## src/rtl/fetch_issue_if.sv

```systemverilog
// Bundle between the fetch unit, instruction memory and the IF/ID register.
// master = fetch_issue side, slave = memory / pipeline side.
interface fetch_issue_if;
    logic        STALL;
    logic        FLUSH;
    logic        Redirect_Valid;
    logic [31:0] Redirect_PC;
    // Req/Gnt: a request transfers on any cycle where Mem_Req and Mem_Gnt are both high; until then
    // Mem_Req and Mem_Addr hold steady unless a squash withdraws them. Mem_Rvalid has no back-pressure
    // and returns words strictly in request order.
    logic        Mem_Req;
    logic [31:0] Mem_Addr;
    logic        Mem_Gnt;
    logic        Mem_Rvalid;
    logic [31:0] Mem_Rdata;
    logic [31:0] Instr1_IF;
    logic [31:0] Instr_PC_IF;
    logic [31:0] Instr_PC_Plus4_IF;
    logic        Instr_Valid_IF;

    modport master (
        input  STALL, FLUSH, Redirect_Valid, Redirect_PC, Mem_Gnt, Mem_Rvalid, Mem_Rdata,
        output Mem_Req, Mem_Addr, Instr1_IF, Instr_PC_IF, Instr_PC_Plus4_IF, Instr_Valid_IF
    );

    modport slave (
        output STALL, FLUSH, Redirect_Valid, Redirect_PC, Mem_Gnt, Mem_Rvalid, Mem_Rdata,
        input  Mem_Req, Mem_Addr, Instr1_IF, Instr_PC_IF, Instr_PC_Plus4_IF, Instr_Valid_IF
    );
endinterface

```

## src/rtl/fetch_issue.sv

```systemverilog
// In-order instruction fetch: issues pipelined memory reads, tags them with their PC and buffers
// returned words in a small FIFO feeding the IF/ID register. Redirects discard stale words.
module fetch_issue #(
    parameter logic [31:0] RESET_PC = 32'hBFC00000,
    parameter int          DEPTH    = 4,
    parameter int          MAX_OUT  = 4
) (
    input logic         CLK,
    input logic         RESET,
    fetch_issue_if.master bus
);
    localparam int AW = (DEPTH > 1) ? $clog2(DEPTH) : 1;
    localparam int CW = AW + 1;
    localparam int OW = 4;
    localparam int SW = ((CW > OW) ? CW : OW) + 1;

    logic [31:0]   fetch_pc;
    logic [OW-1:0] live_cnt;
    logic [OW-1:0] disc_cnt;
    logic [CW-1:0] fifo_cnt;
    logic [AW-1:0] fifo_rd, fifo_wr, tag_rd, tag_wr;
    logic [31:0]   fifo_data [DEPTH];
    logic [31:0]   fifo_pc   [DEPTH];
    logic [31:0]   tag_q     [DEPTH];

    logic          squash, head_valid, mem_req, issue, drop, accept, push_en, pop, resp;
    logic [SW-1:0] live_fifo, inflight;

    always_comb begin
        squash     = bus.FLUSH || bus.Redirect_Valid;
        head_valid = (fifo_cnt != '0);
        live_fifo  = SW'(live_cnt) + SW'(fifo_cnt);
        inflight   = SW'(live_cnt) + SW'(disc_cnt);
        // Words still owed to live requests count against FIFO space, so a grant always has a slot.
        mem_req    = RESET && !squash && (live_fifo < SW'(DEPTH)) && (inflight < SW'(MAX_OUT));
        issue      = mem_req && bus.Mem_Gnt;
        drop       = bus.Mem_Rvalid && (disc_cnt != '0);
        accept     = bus.Mem_Rvalid && (disc_cnt == '0) && (live_cnt != '0);
        resp       = drop || accept;
        push_en    = accept && !squash;
        pop        = !bus.STALL && !squash && head_valid;
    end

    always_ff @(posedge CLK or negedge RESET) begin
        if (!RESET) begin
            fetch_pc <= RESET_PC;
            live_cnt <= '0;
            disc_cnt <= '0;
            fifo_cnt <= '0;
            fifo_rd  <= '0;
            fifo_wr  <= '0;
            tag_rd   <= '0;
            tag_wr   <= '0;
        end else if (squash) begin
            // Everything still in flight becomes a discard; a response arriving now is already gone.
            fetch_pc <= bus.Redirect_Valid ? bus.Redirect_PC : fetch_pc;
            disc_cnt <= disc_cnt + live_cnt - OW'(resp);
            live_cnt <= '0;
            fifo_cnt <= '0;
            fifo_rd  <= '0;
            fifo_wr  <= '0;
            tag_rd   <= '0;
            tag_wr   <= '0;
        end else begin
            if (issue) begin
                fetch_pc <= fetch_pc + 32'd4;
                tag_wr   <= tag_wr + AW'(1);
            end
            if (accept) begin
                tag_rd  <= tag_rd + AW'(1);
                fifo_wr <= fifo_wr + AW'(1);
            end
            if (pop) begin
                fifo_rd <= fifo_rd + AW'(1);
            end
            fifo_cnt <= fifo_cnt + CW'(accept) - CW'(pop);
            live_cnt <= live_cnt + OW'(issue) - OW'(accept);
            disc_cnt <= disc_cnt - OW'(drop);
        end
    end

    always_ff @(posedge CLK) begin
        if (issue) begin
            tag_q[tag_wr] <= fetch_pc;
        end
        if (push_en) begin
            fifo_data[fifo_wr] <= bus.Mem_Rdata;
            fifo_pc[fifo_wr]   <= tag_q[tag_rd];
        end
    end

    always_comb begin
        bus.Mem_Req           = mem_req;
        bus.Mem_Addr          = fetch_pc;
        bus.Instr_Valid_IF    = head_valid;
        bus.Instr1_IF         = head_valid ? fifo_data[fifo_rd] : 32'h0;
        bus.Instr_PC_IF       = head_valid ? fifo_pc[fifo_rd] : 32'h0;
        bus.Instr_PC_Plus4_IF = head_valid ? fifo_pc[fifo_rd] + 32'd4 : 32'h0;
    end

    a_space: assert property (@(posedge CLK) disable iff (!RESET) live_fifo <= SW'(DEPTH));
    a_outstanding: assert property (@(posedge CLK) disable iff (!RESET) inflight <= SW'(MAX_OUT));
    a_overflow: assert property (@(posedge CLK) disable iff (!RESET)
        !(push_en && !pop && (fifo_cnt == CW'(DEPTH))));
    a_underflow: assert property (@(posedge CLK) disable iff (!RESET) !(pop && !head_valid));
endmodule

```

## src/flat_wrapper.sv

```systemverilog
// flat-port wrapper written by rule: the top's interface ports become plain ports
module fetch_issue_flat 
#(
    parameter logic [31:0] RESET_PC = 32'hBFC00000,
    parameter int          DEPTH    = 4,
    parameter int          MAX_OUT  = 4
)
  (CLK, RESET, bus_STALL, bus_FLUSH, bus_Redirect_Valid, bus_Redirect_PC, bus_Mem_Gnt, bus_Mem_Rvalid, bus_Mem_Rdata, bus_Mem_Req, bus_Mem_Addr, bus_Instr1_IF, bus_Instr_PC_IF, bus_Instr_PC_Plus4_IF, bus_Instr_Valid_IF);
  fetch_issue_if bus_i ();
  input logic CLK;
  input logic RESET;
  input wire logic [$bits(bus_i.STALL)-1:0] bus_STALL;
  input wire logic [$bits(bus_i.FLUSH)-1:0] bus_FLUSH;
  input wire logic [$bits(bus_i.Redirect_Valid)-1:0] bus_Redirect_Valid;
  input wire logic [$bits(bus_i.Redirect_PC)-1:0] bus_Redirect_PC;
  input wire logic [$bits(bus_i.Mem_Gnt)-1:0] bus_Mem_Gnt;
  input wire logic [$bits(bus_i.Mem_Rvalid)-1:0] bus_Mem_Rvalid;
  input wire logic [$bits(bus_i.Mem_Rdata)-1:0] bus_Mem_Rdata;
  output wire logic [$bits(bus_i.Mem_Req)-1:0] bus_Mem_Req;
  output wire logic [$bits(bus_i.Mem_Addr)-1:0] bus_Mem_Addr;
  output wire logic [$bits(bus_i.Instr1_IF)-1:0] bus_Instr1_IF;
  output wire logic [$bits(bus_i.Instr_PC_IF)-1:0] bus_Instr_PC_IF;
  output wire logic [$bits(bus_i.Instr_PC_Plus4_IF)-1:0] bus_Instr_PC_Plus4_IF;
  output wire logic [$bits(bus_i.Instr_Valid_IF)-1:0] bus_Instr_Valid_IF;
  assign bus_i.STALL = bus_STALL;
  assign bus_i.FLUSH = bus_FLUSH;
  assign bus_i.Redirect_Valid = bus_Redirect_Valid;
  assign bus_i.Redirect_PC = bus_Redirect_PC;
  assign bus_i.Mem_Gnt = bus_Mem_Gnt;
  assign bus_i.Mem_Rvalid = bus_Mem_Rvalid;
  assign bus_i.Mem_Rdata = bus_Mem_Rdata;
  assign bus_Mem_Req = bus_i.Mem_Req;
  assign bus_Mem_Addr = bus_i.Mem_Addr;
  assign bus_Instr1_IF = bus_i.Instr1_IF;
  assign bus_Instr_PC_IF = bus_i.Instr_PC_IF;
  assign bus_Instr_PC_Plus4_IF = bus_i.Instr_PC_Plus4_IF;
  assign bus_Instr_Valid_IF = bus_i.Instr_Valid_IF;
  fetch_issue #(.RESET_PC(RESET_PC), .DEPTH(DEPTH), .MAX_OUT(MAX_OUT)) u_core (.CLK(CLK), .RESET(RESET), .bus(bus_i));
endmodule
```

## config.mk

```make
export PLATFORM = sky130hd
export DESIGN_NAME = fetch_issue_flat
export DESIGN_NICKNAME = d
export VERILOG_FILES = /design/src/rtl/fetch_issue_if.sv /design/src/rtl/fetch_issue.sv /design/src/flat_wrapper.sv
export SDC_FILE = /design/constraint.sdc
export NUM_CORES = 1
export LEC_CHECK = 0
export CAP_MARGIN = 20
export CELL_PAD_IN_SITES_DETAIL_PLACEMENT = 1
export CELL_PAD_IN_SITES_GLOBAL_PLACEMENT = 1
export CORE_ASPECT_RATIO = 0.75
export CORE_UTILIZATION = 52
export CTS_CLUSTER_DIAMETER = 50
export DETAILED_ROUTE_END_ITERATION = 8
export PLACE_DENSITY_LB_ADDON = 0.1
export SLEW_MARGIN = 25
export SYNTH_ARGS = -nofsm -noshare
export SYNTH_HDL_FRONTEND = slang
export SYNTH_SLANG_ARGS = --single-unit
```

## constraint.sdc

```tcl
create_clock -name CLK -period 5 [get_ports CLK]
set_input_delay 1 -clock CLK [delete_from_list [all_inputs] [get_ports CLK]]
set_output_delay 1 -clock CLK [all_outputs]
set_load 0.05 [all_outputs]
```

After elaboration in Yosys (flattened, before gate mapping)
Memory sizes are Yosys's and may differ from the RTL's.
Index checks and enable logic that the tools add are counted.
{ "classes": {"n_reduce_logical": 22, "eq_ne": 1, "addsub": 15, "muxes": 21, "order_cmp": 2} }
{ "op_table": {"columns": ["operator", "count"], "rows": [
  ["$mux W32", 6],
  ["$add A32 B3 Y32 const B", 2],
  ["$mux W2", 8],
  ["$sub A4 B1 Y4", 3],
  ["$logic_and A1 B1 Y1", 10],
  ["$lt A5 B3 Y1 const B", 2],
  ["$add A2 B1 Y2 const B", 4],
  ["$mux W4", 2],
  ["$reduce_bool A4 Y1", 2],
  ["$reduce_bool A2 Y1", 3],
  ["$add A4 B3 Y5", 1],
  ["$add A4 B4 Y5", 1],
  ["$add A4 B1 Y4", 1],
  ["$add A4 B4 Y4", 1],
  ["$logic_not A4 Y1", 1],
  ["$mux W1", 4],
  ["$add A3 B1 Y3", 1],
  ["$mux W3", 1],
  ["$reduce_bool A3 Y1", 1],
  ["$sub A3 B1 Y3", 1],
  ["$logic_not A1 Y1", 2],
  ["$logic_or A1 B1 Y1", 2],
  ["$ne A2 B2 Y1 const B", 1],
  ["$reduce_and A2 Y1", 1]
]} }
{ "word_totals": {"reg_bits": 51, "out_inout_bits": 130, "inputBits": 71, "memories": 3, "wordCells": 72, "ram_bits": 384} }
{ "mem_list": {"columns": ["name", "depth", "word_bits", "read_ports", "rd_clocked_by_memory_dff", "wr", "line", "text"], "rows": [
  ["u_core.fifo_data", 4, 32, 1, 0, 1, "fetch_issue.sv:22", "logic [31:0] fifo_data [DEPTH];"],
  ["u_core.fifo_pc", 4, 32, 1, 0, 1, "fetch_issue.sv:23", "logic [31:0] fifo_pc [DEPTH];"],
  ["u_core.tag_q", 4, 32, 1, 0, 1, "fetch_issue.sv:24", "logic [31:0] tag_q [DEPTH];"]
]} }

Logic depth before layout (Yosys ltp)
{ "depth": {"depth_word": 9, "mapped_depth": 12, "depth_no_buf": 11} }

Worst setup path after synthesis
OpenSTA, ideal clock, no wires.
{ "synth_timing": {"path_kind": "input-to-reg", "from": "input bus_FLUSH", "to": "memory u_core.fifo_data[0][0], enable pin", "n_path_buf": 3, "required_ps": 4571, "cell_stages": 5, "arrival_ps": 3480, "path_slack_ps": 1091, "setup_time_ps": 429, "cell_sequence": "clkbuf_1 > nor2_1 > clkbuf_1 > clkbuf_1 > and3_1"} }
{ "synth_via": {"elab_chain_len": 5} }
{ "synth_lines": {"columns": ["element", "line", "text"], "rows": [
  ["start, declared", "flat_wrapper.sv:13", "input wire logic [$bits(bus_i.FLUSH)-1:0] bus_FLUSH;"],
  ["$logic_or A1 B1 Y1", "fetch_issue.sv:30", "squash = bus.FLUSH || bus.Redirect_Valid;"],
  ["$logic_not A1 Y1", "fetch_issue.sv:40", "push_en = accept && !squash;"],
  ["$logic_and A1 B1 Y1", "fetch_issue.sv:40", null],
  ["$mux W1", "fetch_issue.sv:86", "if (push_en) begin"],
  ["$mux W1 (implied by the code)", "fetch_issue.sv:87", "fifo_data[fifo_wr] <= bus.Mem_Rdata;"],
  ["end, declared", "fetch_issue.sv:22", null]
]} }
Every way passes these cells.

Final worst setup path
{ "layout_timing": {"from": "register u_core.fifo_rd[0]", "to": "output bus_Instr_PC_Plus4_IF[29]"} }
{ "layout_via": {"elab_chain_len": 3} }
{ "layout_lines": {"columns": ["element", "line", "text"], "rows": [
  ["start, declared", "fetch_issue.sv:21", "logic [AW-1:0] fifo_rd, fifo_wr, tag_rd, tag_wr;"],
  ["start signal, assigned", "fetch_issue.sv:74", "fifo_rd <= fifo_rd + AW'(1);"],
  ["$mem_v2 Z4 W32", null, null],
  ["$add A32 B3 Y32", "fetch_issue.sv:98", "bus.Instr_PC_Plus4_IF = head_valid ? fifo_pc[fifo_rd] + 32'd4 : 32'h0;"],
  ["$mux W32", "fetch_issue.sv:98", null],
  ["end, declared", "flat_wrapper.sv:23", "output wire logic [$bits(bus_i.Instr_PC_Plus4_IF)-1:0] bus_Instr_PC_Plus4_IF;"]
]} }
Every way passes these cells.

==> impl_metrics.env <==
export IMPL_status="finished, final reports clean"
export IMPL_first_global_vias=11100
export IMPL_critical_path_class="reg -> out"
export IMPL_post_cts_buffers=0
export IMPL_synth_ff_latch_count=435
export IMPL_post_cts_hold_buffer_count=0
export IMPL_critical_path_s_top_delay_family="buffers and inverters"
export IMPL_grt_first_pass_wirelength_mm=67.2
export IMPL_clkLatencyLatePin_ns=0.56
export IMPL_timing_worst_slew_pin_value_ns=0.887
export IMPL_firstDrtPassIters=5
export IMPL_critPathCaptureType="output pin"
export IMPL_num_rows=59
export IMPL_power_per_cell_area_mw_per_mm2=352
export IMPL_viasPerCell=5.84
export IMPL_synth_edff_count=384
export IMPL_ctsRootBufferMaster="sky130_fd_sc_hd__clkbuf_16"
export IMPL_grt_max_degree=64
export IMPL_post_synth_num_cell_types=60
export IMPL_report_final_hold_viol_count=0
export IMPL_start_util_pct=52.9
export IMPL_clock_period_minus_worst_slack_ns=4.84
export IMPL_unrepaired_setup_endpoints_after_global_routing="no"
export IMPL_core_area_sq_mm=0.0348
export IMPL_ys_flop_type="sky130_fd_sc_hd__edfxtp_1"
export IMPL_syn_to_final_growth_pct=21.5
export IMPL_worstPathRequired_ns=4.00
export IMPL_drt_total_wl_mm=44.3
export IMPL_fp_dieH_um=165
export IMPL_synth_compound_area_share_pct=3.56
export IMPL_synthesis_area_per_instance_sq_um=17.0
export IMPL_num_vias=10500
export IMPL_worstHoldPathType="reg -> reg"
export IMPL_fmax_ghz=0.207
export IMPL_clock_path_buffers=3
export IMPL_worstPathMaxFanout=21
export IMPL_cts_h_tree_lvls=2
export IMPL_clkTransAtPathRegs_ns=0.06
export IMPL_synth_adder_area_share_pct=2.37
export IMPL_ys_async_sr_fraction_pct=11.7
export IMPL_final_net_count=1403
export IMPL_synthesis_area_sq_mm=0.0184
export IMPL_synth_simple_gate_area_share_pct=8.07
export IMPL_hpwlAfterDp_mm=28.9
export IMPL_die_area_sq_mm=0.0361
export IMPL_final_max_slew_violation_count=0
export IMPL_max_cap_viol_count=0
export IMPL_ios=201
export IMPL_clock_skew_ns=0.0227
export IMPL_worstPathBufferInverterCount=2
export IMPL_yosysTopAreaCellShare_pct=62.7
export IMPL_syn_num_nets=1186
export IMPL_dpl_cell_count=1710
export IMPL_seq_area_frac_synth_pct=69.7
export IMPL_route_detailed_wl_per_inst_um=24.7
export IMPL_antenna_violations_before_repair=0
export IMPL_cts_sinks=435
export IMPL_crit_chain="buf_4 > mux4_1 > and4_1 > nand3_1 > nor4_1 > xnor2_1 > nor2_1 > clkdlybuf4s50_1"
export IMPL_synth_top_family_by_area="multiplexers"
export IMPL_synthXorXnorAreaFrac_pct=1.81
export IMPL_leakage_nw=7.63
export IMPL_slew_headroom_pct=40.9
export IMPL_timing_critical_path_arrival_ns=3.84
export IMPL_portBuffers=200
export IMPL_setup_viol_count_final=0
export IMPL_grt_total_usage_pct=25.2
export IMPL_worst_setup_path_start_kind="flip-flop"
export IMPL_finalNonFillerCells=1791
export IMPL_layout_cell_area_non_filler_sq_mm=0.0223
export IMPL_globalRouteOverflowTotal=0
export IMPL_cts_buffers_inserted=44
export IMPL_synth_cells=1082
export IMPL_gpl_final_weighted_congestion=0.829
export IMPL_synth_top_cell_by_area="sky130_fd_sc_hd__edfxtp_1"
export IMPL_post_cts_resized_instances=1
export IMPL_chipWidth_um=219
export IMPL_synth_warning_count=0
export IMPL_postPlaceCellArea_sq_mm=0.0209
export IMPL_synthMuxAreaShare_pct=12.3
export IMPL_critical_path_max_stage_delay_ns=0.80
export IMPL_layout_drive_gt1_share_pct=15.2
export IMPL_drt_drc_violations_left=0
export IMPL_vdd_ir_drop_max_mv=0.308
export IMPL_post_route_period_util_pct=96.8
export IMPL_cts_tree="built"
export IMPL_setup_total_negative_slack_ns=0
export IMPL_ant_nets=0
export IMPL_cpMaxStageDelayCell="sky130_fd_sc_hd__clkdlybuf4s50_1"
export IMPL_detail_route_iter0_violations=802
export IMPL_yosys_top_cells_area="sky130_fd_sc_hd__edfxtp_1 (63%), sky130_fd_sc_hd__mux4_2 (9.7%), sky130_fd_sc_hd__dfrtp_1 (5.7%)"
[cell usage in the layout, fill, tap and decap left out, drive strengths merged, types with 3 or more instances in the layout]
cell	n
edfxtp	384
clkdlybuf4s50	184
mux4	96
nor2	70
and2	68
clkbuf	64
nand2	44
dfrtp	42
a21oi	36
inv	36
ha	30
buf	30
xnor2	28
nand3	27
o21ai	26
and3	18
nor3	14
dlymetal6s2s	12
clkinv	12
xor2	10
nand4	10
nor4	10
dfstp	9
and4	6
or3	5
or2	5
o31ai	5
o22ai	5
a31oi	4
a21o	4
o32ai	4
o221a	3
fa	3
[stage by stage]
stage	hold WS [ns]	worst slack, ns	utilization (%)	total power (W)
3_5_place_dp	0.574	0.612	60.2	0.00478
4_1_cts	0.591	0.0781	64.2	0.00793
2_1_floorplan	0.538	1.09	-	0.00452
5_1_grt	0.595	0.0145	64.3	0.00810
3_3_place_gp	0.566	0.686	60.2	0.00476
6_report	0.602	0.161	64.3	0.00787
[cell usage after synthesis, types with 9 or more instances]
cell / number
sky130_fd_sc_hd__mux4_2: 79
sky130_fd_sc_hd__xnor2_1: 28
sky130_fd_sc_hd__ha_1: 30
sky130_fd_sc_hd__o21ai_0: 26
sky130_fd_sc_hd__mux4_1: 17
sky130_fd_sc_hd__dfrtp_1: 42
sky130_fd_sc_hd__nor3_1: 14
sky130_fd_sc_hd__a21oi_1: 36
sky130_fd_sc_hd__nor2_1: 70
sky130_fd_sc_hd__clkbuf_1: 34
sky130_fd_sc_hd__nand3_1: 26
sky130_fd_sc_hd__dfstp_2: 9
sky130_fd_sc_hd__and3_1: 18
sky130_fd_sc_hd__edfxtp_1: 384
sky130_fd_sc_hd__nand4_1: 9
sky130_fd_sc_hd__nand2_1: 44
sky130_fd_sc_hd__xor2_1: 10
sky130_fd_sc_hd__inv_1: 34
sky130_fd_sc_hd__and2_1: 68
[path summary, 6_finish.rpt]
path                                    startpoint  cells after the start  slack (ns)                         to
max                              u_core.fifo_rd[0]                      8        0.16  bus_Instr_PC_Plus4_IF[29]
min                        u_core.bus.Mem_Addr[26]                      0        0.60        u_core.tag_q[2][26]
max reg2reg                     u_core.live_cnt[1]                     10        1.95     u_core.bus.Mem_Addr[2]
min reg2reg                u_core.bus.Mem_Addr[26]                      0        0.60        u_core.tag_q[2][26]
max in group asynchronous                    RESET                      2        3.76          u_core.fifo_rd[0]
min in group asynchronous                    RESET                      2        0.65         u_core.disc_cnt[2]
[routing by layer]
metal  GRT usage [%]  share of wire, %  wire [um]
met5               0                 0          0
met4            6.76               2.0        893
met3            3.90               5.0       2220
met2            41.0                48      21400
met1            35.7                45      19700
[report_power, final]
| part | switching (W) | total (W) | internal (W) |
|---|---|---|---|
| sequential | 0.000117 | 0.00415 | 0.00403 |
| combinational | 0.000334 | 0.000565 | 0.000230 |
| clock | 0.00135 | 0.00316 | 0.00182 |
| total | 0.00180 | 0.00787 | 0.00607 |
[registers in the layout, indices dropped and copies added, names as in the netlist, 3 cells and up]
register / cells
u_core.bus.Mem_Addr: 32
u_core.disc_cnt: 4
u_core.fifo_cnt: 3
u_core.fifo_data: 128
u_core.fifo_pc: 128
u_core.live_cnt: 4
u_core.tag_q: 128
[cell type report]
cell class                      count  area [sq um]
Tap cell                          457           572
Inverter                           35           131
Clock inverter                     16           149
Fill cell                        3090         12400
Multi-Input combinational cell    556          5190
Clock buffer                       64          1230
Sequential cell                   435         12800
Antenna cell                        1          2.50
Timing Repair Buffer              227          2250
[logic make-up (layout without fill, tap and decap cells)]
kind of cell,after synthesis,in the layout
mux,100,100
fa+ha+maj,33,33
xor+xnor,38,38
buf+inv,91,342
other cells,0,1
compound gates,104,104
flops,435,435
simple gates,281,281
No activity file was read; power rests on OpenSTA's default activity.
